$ cat config.mk
export PLATFORM = sky130hd
export DESIGN_NAME = emd_reconstructor
export DESIGN_NICKNAME = d
export VERILOG_FILES = /design/src/rtl/emd_reconstructor.sv
export SDC_FILE = /design/constraint.sdc
export NUM_CORES = 1
export LEC_CHECK = 0
export CORE_ASPECT_RATIO = 0.7
export CORE_UTILIZATION = 40
export DETAILED_ROUTE_END_ITERATION = 8
export PLACE_DENSITY = 0.7
export SETUP_SLACK_MARGIN = 0.02
export SLEW_MARGIN = 20
export SYNTH_ARGS = -nofsm -noshare
export SYNTH_HDL_FRONTEND = slang
export SYNTH_SLANG_ARGS = --single-unit
$ cat constraint.sdc
create_clock -name CLK -period 7.9 [get_ports CLK]
set_clock_uncertainty 0.2 [all_clocks]
set_input_delay 0.79 -clock CLK [delete_from_list [all_inputs] [get_ports CLK]]
set_output_delay 0.79 -clock CLK [all_outputs]
set_load 0.02 [all_outputs]
$ cat src/rtl/emd_reconstructor.sv
// Sums the IMF and residue components of a frame and saturates the total to 16 bits.
// Latency is 1 clock from the closing beat to xout_valid. There is no backpressure: every din_valid beat taken in ACCUM is consumed.
module emd_reconstructor #(
  parameter int MAX_COMP = 8,
  parameter int ACC_W    = 20
) (
  input  logic        CLK,
  input  logic        rst_n,
  input  logic        start,
  input  logic [15:0] Din,
  input  logic        din_valid,
  input  logic        din_last,
  output logic [15:0] Xout,
  output logic        xout_valid,
  output logic        sat,
  output logic [3:0]  comp_cnt,
  output logic        busy,
  output logic        err
);

  typedef enum logic {IDLE, ACCUM} state_t;

  localparam logic [3:0]              MAX_CNT = 4'(MAX_COMP);
  localparam logic signed [ACC_W-1:0] POS_LIM = ACC_W'(32767);
  localparam logic signed [ACC_W-1:0] NEG_LIM = ACC_W'(-32768);

  state_t                  state, state_nxt;
  logic signed [ACC_W-1:0] acc, acc_nxt, sum;
  logic [15:0]             xout_nxt;
  logic [3:0]              cnt_nxt;
  logic                    xv_nxt, sat_nxt, err_nxt;

  assign busy = (state == ACCUM);

  always_comb begin
    state_nxt = state;
    acc_nxt   = acc;
    cnt_nxt   = comp_cnt;
    xout_nxt  = Xout;
    xv_nxt    = 1'b0;
    sat_nxt   = 1'b0;
    err_nxt   = err;
    sum       = acc + {{(ACC_W-16){Din[15]}}, Din};
    case (state)
      IDLE: begin
        if (start) begin
          state_nxt = ACCUM;
          acc_nxt   = '0;
          cnt_nxt   = '0;
          err_nxt   = 1'b0;
        end
      end
      ACCUM: begin
        // A restart wins over any beat arriving in the same cycle.
        if (start) begin
          acc_nxt = '0;
          cnt_nxt = '0;
          err_nxt = 1'b0;
        end else if (din_valid) begin
          cnt_nxt = comp_cnt + 4'd1;
          if (din_last) begin
            state_nxt = IDLE;
            xv_nxt    = 1'b1;
            if (sum > POS_LIM) begin
              xout_nxt = 16'h7fff;
              sat_nxt  = 1'b1;
            end else if (sum < NEG_LIM) begin
              xout_nxt = 16'h8000;
              sat_nxt  = 1'b1;
            end else begin
              xout_nxt = sum[15:0];
            end
          end else if (cnt_nxt == MAX_CNT) begin
            state_nxt = IDLE;
            err_nxt   = 1'b1;
          end else begin
            acc_nxt = sum;
          end
        end
      end
      default: state_nxt = IDLE;
    endcase
  end

  always_ff @(posedge CLK) begin
    if (!rst_n) begin
      state      <= IDLE;
      acc        <= '0;
      Xout       <= '0;
      xout_valid <= 1'b0;
      sat        <= 1'b0;
      comp_cnt   <= '0;
      err        <= 1'b0;
    end else begin
      state      <= state_nxt;
      acc        <= acc_nxt;
      Xout       <= xout_nxt;
      xout_valid <= xv_nxt;
      sat        <= sat_nxt;
      comp_cnt   <= cnt_nxt;
      err        <= err_nxt;
    end
  end

endmodule
==> results of run 1 <==
## sequential cells by signal (all words and copies together), names as in the netlist
signal	flops
err	1
comp_cnt	4
sat	1
xout_valid	1
busy	1
acc	20
Xout	16
## synth_stat cells (all sizes together) (2+ instances only)
cell type / number
a21o: 6
a211oi: 2
a22oi: 9
a21oi: 25
o21bai: 2
mux2i: 2
a22o: 2
nand4: 2
buf: 6
nor2: 31
xnor2: 6
nor2b: 2
o21a: 2
o211ai: 15
xor2: 11
o311ai: 2
nand2: 35
nand2b: 5
nor4b: 2
a311oi: 2
o22ai: 2
clkbuf: 7
a221oi: 2
nand3: 5
and4: 2
o311a: 2
nor3: 9
and2: 4
ha: 20
a21boi: 2
o21ai: 16
dfxtp: 44
inv: 2
and3: 3
o31a: 9
o31ai: 3
## worst min-delay path by stage
| stage | from | end | cells after the start |
|---|---|---|---|
| finish | Xout[13] | Xout[13] | 2 |
| global route | acc[19] | acc[19] | 2 |
| CTS | acc[19] | acc[19] | 2 |
| detailed placement | Xout[13] | Xout[13] | 2 |
| global placement | Xout[13] | Xout[13] | 2 |
| floorplan | acc[13] | acc[13] | 2 |
## cell type report
class	count	area, µm²
Clock buffer	5	68.8
Clock inverter	3	46.3
Fill cell	674	3360
Inverter	2	7.51
Multi-Input combinational cell	257	1850
Sequential cell	44	881
Tap cell	94	118
Timing Repair Buffer	45	448
## worst reg2reg max path: cells and delay by family, from the launching register on
family                     cells  cell delay [ns]
AOI/OAI and AO/OA              6             2.10
and+or+nand+nor                1             0.11
adders and majority gates      2             0.65
DFF                            1             0.32
## per-layer routing
metal,track usage,vias up
met4,0.0476,0
met3,0.0385,8
met2,0.297,79
met1,0.308,1212
met5,0,-
li1,-,1264
## cells by family (layout without fill, tap and decap cells)
family / Yosys count / count (layout) / share of synthesized area
AO/OA/AOI/OAI: 111 / 111 / 0.306
AND/OR/NAND/NOR: 106 / 106 / 0.188
flip-flops: 44 / 44 / 0.312
adder cells (fa/ha/maj): 21 / 21 / 0.0958
XOR/XNOR: 17 / 17 / 0.0594
buffers and inverters: 15 / 55 / 0.0315
multiplexers: 2 / 2 / 0.00710
## stage by stage
| stage | hold WS (ns) | std cells | util | setup slack [ns] | power, mW |
|---|---|---|---|---|---|
| 2_1_floorplan | 0.247 | 316 | - | 4.44 | 0.294 |
| 4_1_cts | 0.280 | 450 | 0.504 | 3.76 | 0.506 |
| 5_1_grt | 0.306 | 450 | 0.504 | 3.60 | 0.524 |
| 6_report | 0.275 | 450 | 0.504 | 3.77 | 0.504 |
| 3_5_place_dp | 0.261 | 442 | 0.487 | 3.44 | 0.325 |
| 3_3_place_gp | 0.254 | 442 | 0.487 | 3.52 | 0.324 |
## report_power, final
group          switching, mW  internal (mW)  leakage, nW  total (mW)
combinational         0.0537         0.0375        0.928      0.0912
clock                 0.0867         0.0954       0.0548       0.182
sequential           0.00347          0.227        0.356       0.230
==> metrics.csv, run 1 <==
stage;metric;value;unit
timing;final_max_slew_viol_count;0;
drt;top_layer;met4;
yosys;ys_types;66;
timing;tightest_slew;0.923;ns
timing;hold_viol_final;0;
critical_path;path_class;in2reg;
placement;hpwl;5.43;mm
placement;portBuffers;44;
drt;wl_met1;3.74;mm
placement;gp_congestion;0.918;
finish;layout_common_cells;dfxtp_1, clkdlybuf4s50_1, nand2_1;
critical_path;cp-end-kind;flop;
grt;gr-total-overflow;0;
critical_path;crit_cells;10;
timing;max-slew-margin-rel;0.384;
floorplanning;die_w;102;µm
clocking;cts.clk_slew.worst_paths;0.09;ns
critical_path;cpPeakStageDelay;0.77;ns
drt;met3_length;474;µm
critical_path;reg2reg_slack;4.36;ns
finish;design.final.nets;397;
drt;wl_per_cell;15.9;µm
floorplanning;io_pins;45;
drt;dr.pass1.iters;4;
critical_path;reg2reg_depth;9;
critical_path;critPathArrivalTime;4.07;ns
yosys;synth_top_area_cell;dfxtp_1;
job;maxCapViolations;0;
timing;timing.final.crit_share;0.523;
critical_path;worstPathRequired;7.84;ns
min_path;hold_path_class;reg2reg;
critical_path;critPathCapture;Xout[14];
timing;setup_violations;0;
critical_path;cp_top_family;compound AO/OA/AOI/OAI gates;
critical_path;worstPathMaxFanout;13;
critical_path;startpoint;Din[0];
yosys;synthFlopType;dfxtp_1;
drt;drc;0;
timing;setup_tns;0;ns
finish;diodes;0;
drt;antenna_left;0;
power;irDropWorstVdd;0.0855;mV
drt;drt_wl_total;7.17;mm
grt;grt_max_degree;34;
clocking;ctsResizeCount;0;
critical_path;critPathBufInv;1;
critical_path;start_kind;input pin;
power;p_leak;1.34;nW
placement;dpl-instance-area;0.00331;mm²
yosys;syn_inst;316;
power;power.density;147;mW/mm²
yosys;async_reset_ff_frac;0;
timing;final.min_clock_period;4.13;ns
drt;wl_met2;2.91;mm
yosys;avgSynthCellArea;8.93;µm²
drt;num_vias;2563;
clocking;postCtsSetupBuffers;0;
status;outcome;finished, final reports clean;
clocking;clock-root-buffer;clkbuf_8;
critical_path;path_cells;clkdlybuf4s50_1, ha_1, fa_1, a211oi_1, o21ai_0, a22o_1, a311oi_2, nor2_2, o311ai_4, o211ai_1;
finish;final_area;0.00342;mm²
floorplanning;fp.coreArea;0.00679;mm²
floorplanning;dieArea;0.00740;mm²
floorplanning;start_util;0.416;
clocking;clkLatencyLatePin;0.31;ns
clocking;cts_htree_levels;2;
yosys;synth_top_area_frac;0.312;
clocking;postCtsHoldBufs;0;
clocking;clkSinkCount;44;
timing;fmax;0.242;GHz
critical_path;crit_path_top_delay_cell;o311ai_4;
yosys;synth_nets;358;
clocking;clock_path_buffers;2;
drt;via_per_inst;5.70;
yosys;syn_area;0.00282;mm²
drt;drt_iter0_drc;150;
clocking;cts_tree;done;
yosys;synth-seq-cells;44;
grt;grt_pass1_wl;11.7;mm
timing;rsz0062_at_grt;false;
grt;grt_pass1_vias;2375;
yosys;synth_edf_count;0;
yosys;synth.top_cells.by_area;dfxtp_1, ha_1, o211ai_2;
yosys;yosysWarnings;0;
finish;synthToLayoutAreaGrowth;21.3;%
finish;drive_above_1_share;0.107;
clocking;cts_buffers;5;
yosys;seq_area_frac_synth;0.312;
floorplanning;core.rowCount;25;
critical_path;timing.rr.end;Xout[14];
grt;track_usage;0.204;
floorplanning;fp.dieH;72.3;µm
critical_path;r2r-start;acc[0];
grt;antenna_found_initial;0;
No activity file was read; power rests on OpenSTA's default activity.
==> run 2, diff against run 1 <==
- PLACE_DENSITY: 0.7 -> 0.73
- clock period: 7.9 -> 3.6 ns (I/O delays scaled with it)
==> run 2 against run 1 <==
Count of clock-buffer cells in the layout increased by 1. Critical endpoint is now sat. Global-route usage grew 0.70 points. Combinational power up 130%. Utilization rose by 1.6 points. Sequential power up 120%.
==> metrics.csv, run 2 (synthesis results as in run 1) <==
stage;metric;value;unit
status;outcome;finished, final reports clean;
grt;grt_use_met1;0.310;
finish;fin_util;0.521;
clocking;postCtsSetupBuffers;0;
finish;design.final.nets;407;
critical_path;worstPathRequired;3.60;ns
timing;rsz0062_at_grt;false;
placement;hpwl;5.47;mm
drt;dr.pass1.iters;4;
drt;via_per_inst;5.65;
grt;grt_max_degree;23;
critical_path;critPathBufInv;1;
grt;antenna_found_initial;0;
finish;synthToLayoutAreaGrowth;25.3;%
placement;dpl-instance-area;0.00341;mm²
drt;antenna_left;0;
grt;grt_pass1_wl;12.0;mm
timing;hold_viol_final;0;
finish;diodes;0;
timing;tightest_slew;0.624;ns
floorplanning;dieArea;0.00740;mm²
timing;whs;0.270;ns
power;power.density;316;mW/mm²
min_path;hold_path_class;reg2reg;
floorplanning;io_pins;45;
critical_path;cp-end-kind;flop;
min_path;hp-start;acc[19];
critical_path;critPathArrivalTime;3.30;ns
clocking;cts.clk_slew.worst_paths;0.09;ns
finish;drive_above_1_share;0.134;
placement;pre_cts_ws;-0.153;ns
floorplanning;core.rowCount;25;
grt;met2_usage;0.315;
clocking;cts_htree_levels;2;
grt;gr-total-overflow;0;
timing;setup_tns;0;ns
drt;drt_wl_total;7.11;mm
placement;gp_congestion;0.844;
floorplanning;start_util;0.416;
floorplanning;die_w;102;µm
power;irDropWorstVdd;0.141;mV
critical_path;startpoint;Din[0];
finish;largest_reg_flops;20;
drt;wl_per_cell;15.5;µm
clocking;clkLatencyLatePin;0.30;ns
critical_path;start_kind;input pin;
timing;timing.final.crit_share;0.916;
floorplanning;fp.dieH;72.3;µm
finish;regMostFlops;acc;
grt;grt.busiest_layer;met2;
grt;track_usage;0.211;
placement;portBuffers;44;
floorplanning;fp.coreArea;0.00679;mm²
grt;grt_pass1_vias;2519;
drt;drc;0;
grt;use_met3;0.0376;
power;p_leak;1.41;nW
critical_path;worstPathMaxFanout;4;
critical_path;cp_top_family;compound AO/OA/AOI/OAI gates;
clocking;clock_path_buffers;2;
finish;fillers;655;
critical_path;cpPeakStageDelay;0.54;ns
job;maxCapViolations;0;
critical_path;r2r-start;acc[0];
timing;final_max_slew_viol_count;0;
timing;setup_slack;0.301;ns
drt;drt_iter0_drc;133;
clocking;clkSinkCount;44;
critical_path;path_class;in2reg;
finish;final_area;0.00353;mm²
timing;max-slew-margin-rel;0.582;
finish;reg_top3;acc x20, Xout x16, comp_cnt x4;
timing;setup_violations;0;
drt;num_vias;2598;
clocking;clock-root-buffer;clkbuf_8;
timing;final.min_clock_period;3.30;ns
finish;layout_common_cells;dfxtp_1, clkdlybuf4s50_1, nand2_1;
critical_path;crit_path_top_delay_cell;or4b_1;
clocking;cts_buffers;5;
critical_path;path_cells;clkdlybuf4s50_1, ha_1, fa_1, a211oi_2, o21ai_0, a22o_1, a311oi_2, nor2_2, or4b_1, o211a_1;
clocking;cts_tree;done;
timing;fmax;0.303;GHz
==> run 2: cell count changes in the layout (fill, tap and decap cells not counted), sizes merged <==
cell      previous run  this run
buf                  1        11
inv                  3         2
clkinvlp             1         0
clkinv               0         1
clkbuf               5         6
==> run 2: worst paths after layout <==
check,endpoint,slack (ns),cells after the start
setup reg to reg,sat,0.47,9
hold reg to reg,acc[19],0.27,2
hold / removal,acc[19],0.27,2
setup / recovery,sat,0.30,10
==> run 2: routing by layer <==
metal | routed length [µm] | vias to the layer above
met5 | 0 | -
met4 | 80 | 0
met3 | 360 | 11
met2 | 2980 | 83
met1 | 3690 | 1215
li1 | - | 1289
==> run 2: worst reg2reg max path: cells and delay by family (launching register included) <==
family / cells / cell delay [ns]
DFF: 1 / 0.32
and+or+nand+nor: 2 / 0.66
adders and majority gates: 2 / 0.64
AOI/OAI and AO/OA: 5 / 1.21
==> run 2: layout make-up <==
cell class,count,area (µm²),share of cell area
sequential,44,881,0.249
multi-input combinational,257,1860,0.526
clock inverter,2,38.8,0.0110
clock buffer,6,82.6,0.0234
timing repair buffer,55,548,0.155
inverter,2,7.51,0.00212
tap,94,118,0.0333
==> run 2: report_power, final <==
group          switching (mW)  total (mW)  internal (mW)
Clock                   0.180       0.407          0.227
Sequential            0.00740       0.505          0.498
Combinational           0.118       0.206         0.0874
Total                   0.305        1.12          0.812
==> run 2: timing repair <==
item	CTS	global route
resized for setup	0	2
endpoints found under the setup margin	0	4
hold buffers	0	0
==> run 2: metrics by stage <==
step                      instances  power [mW]
after floorplan                 316       0.646
after global placement          452       0.714
after detailed placement        452       0.720
after CTS                       460        1.13
after global routing            460        1.17
final                           460        1.12
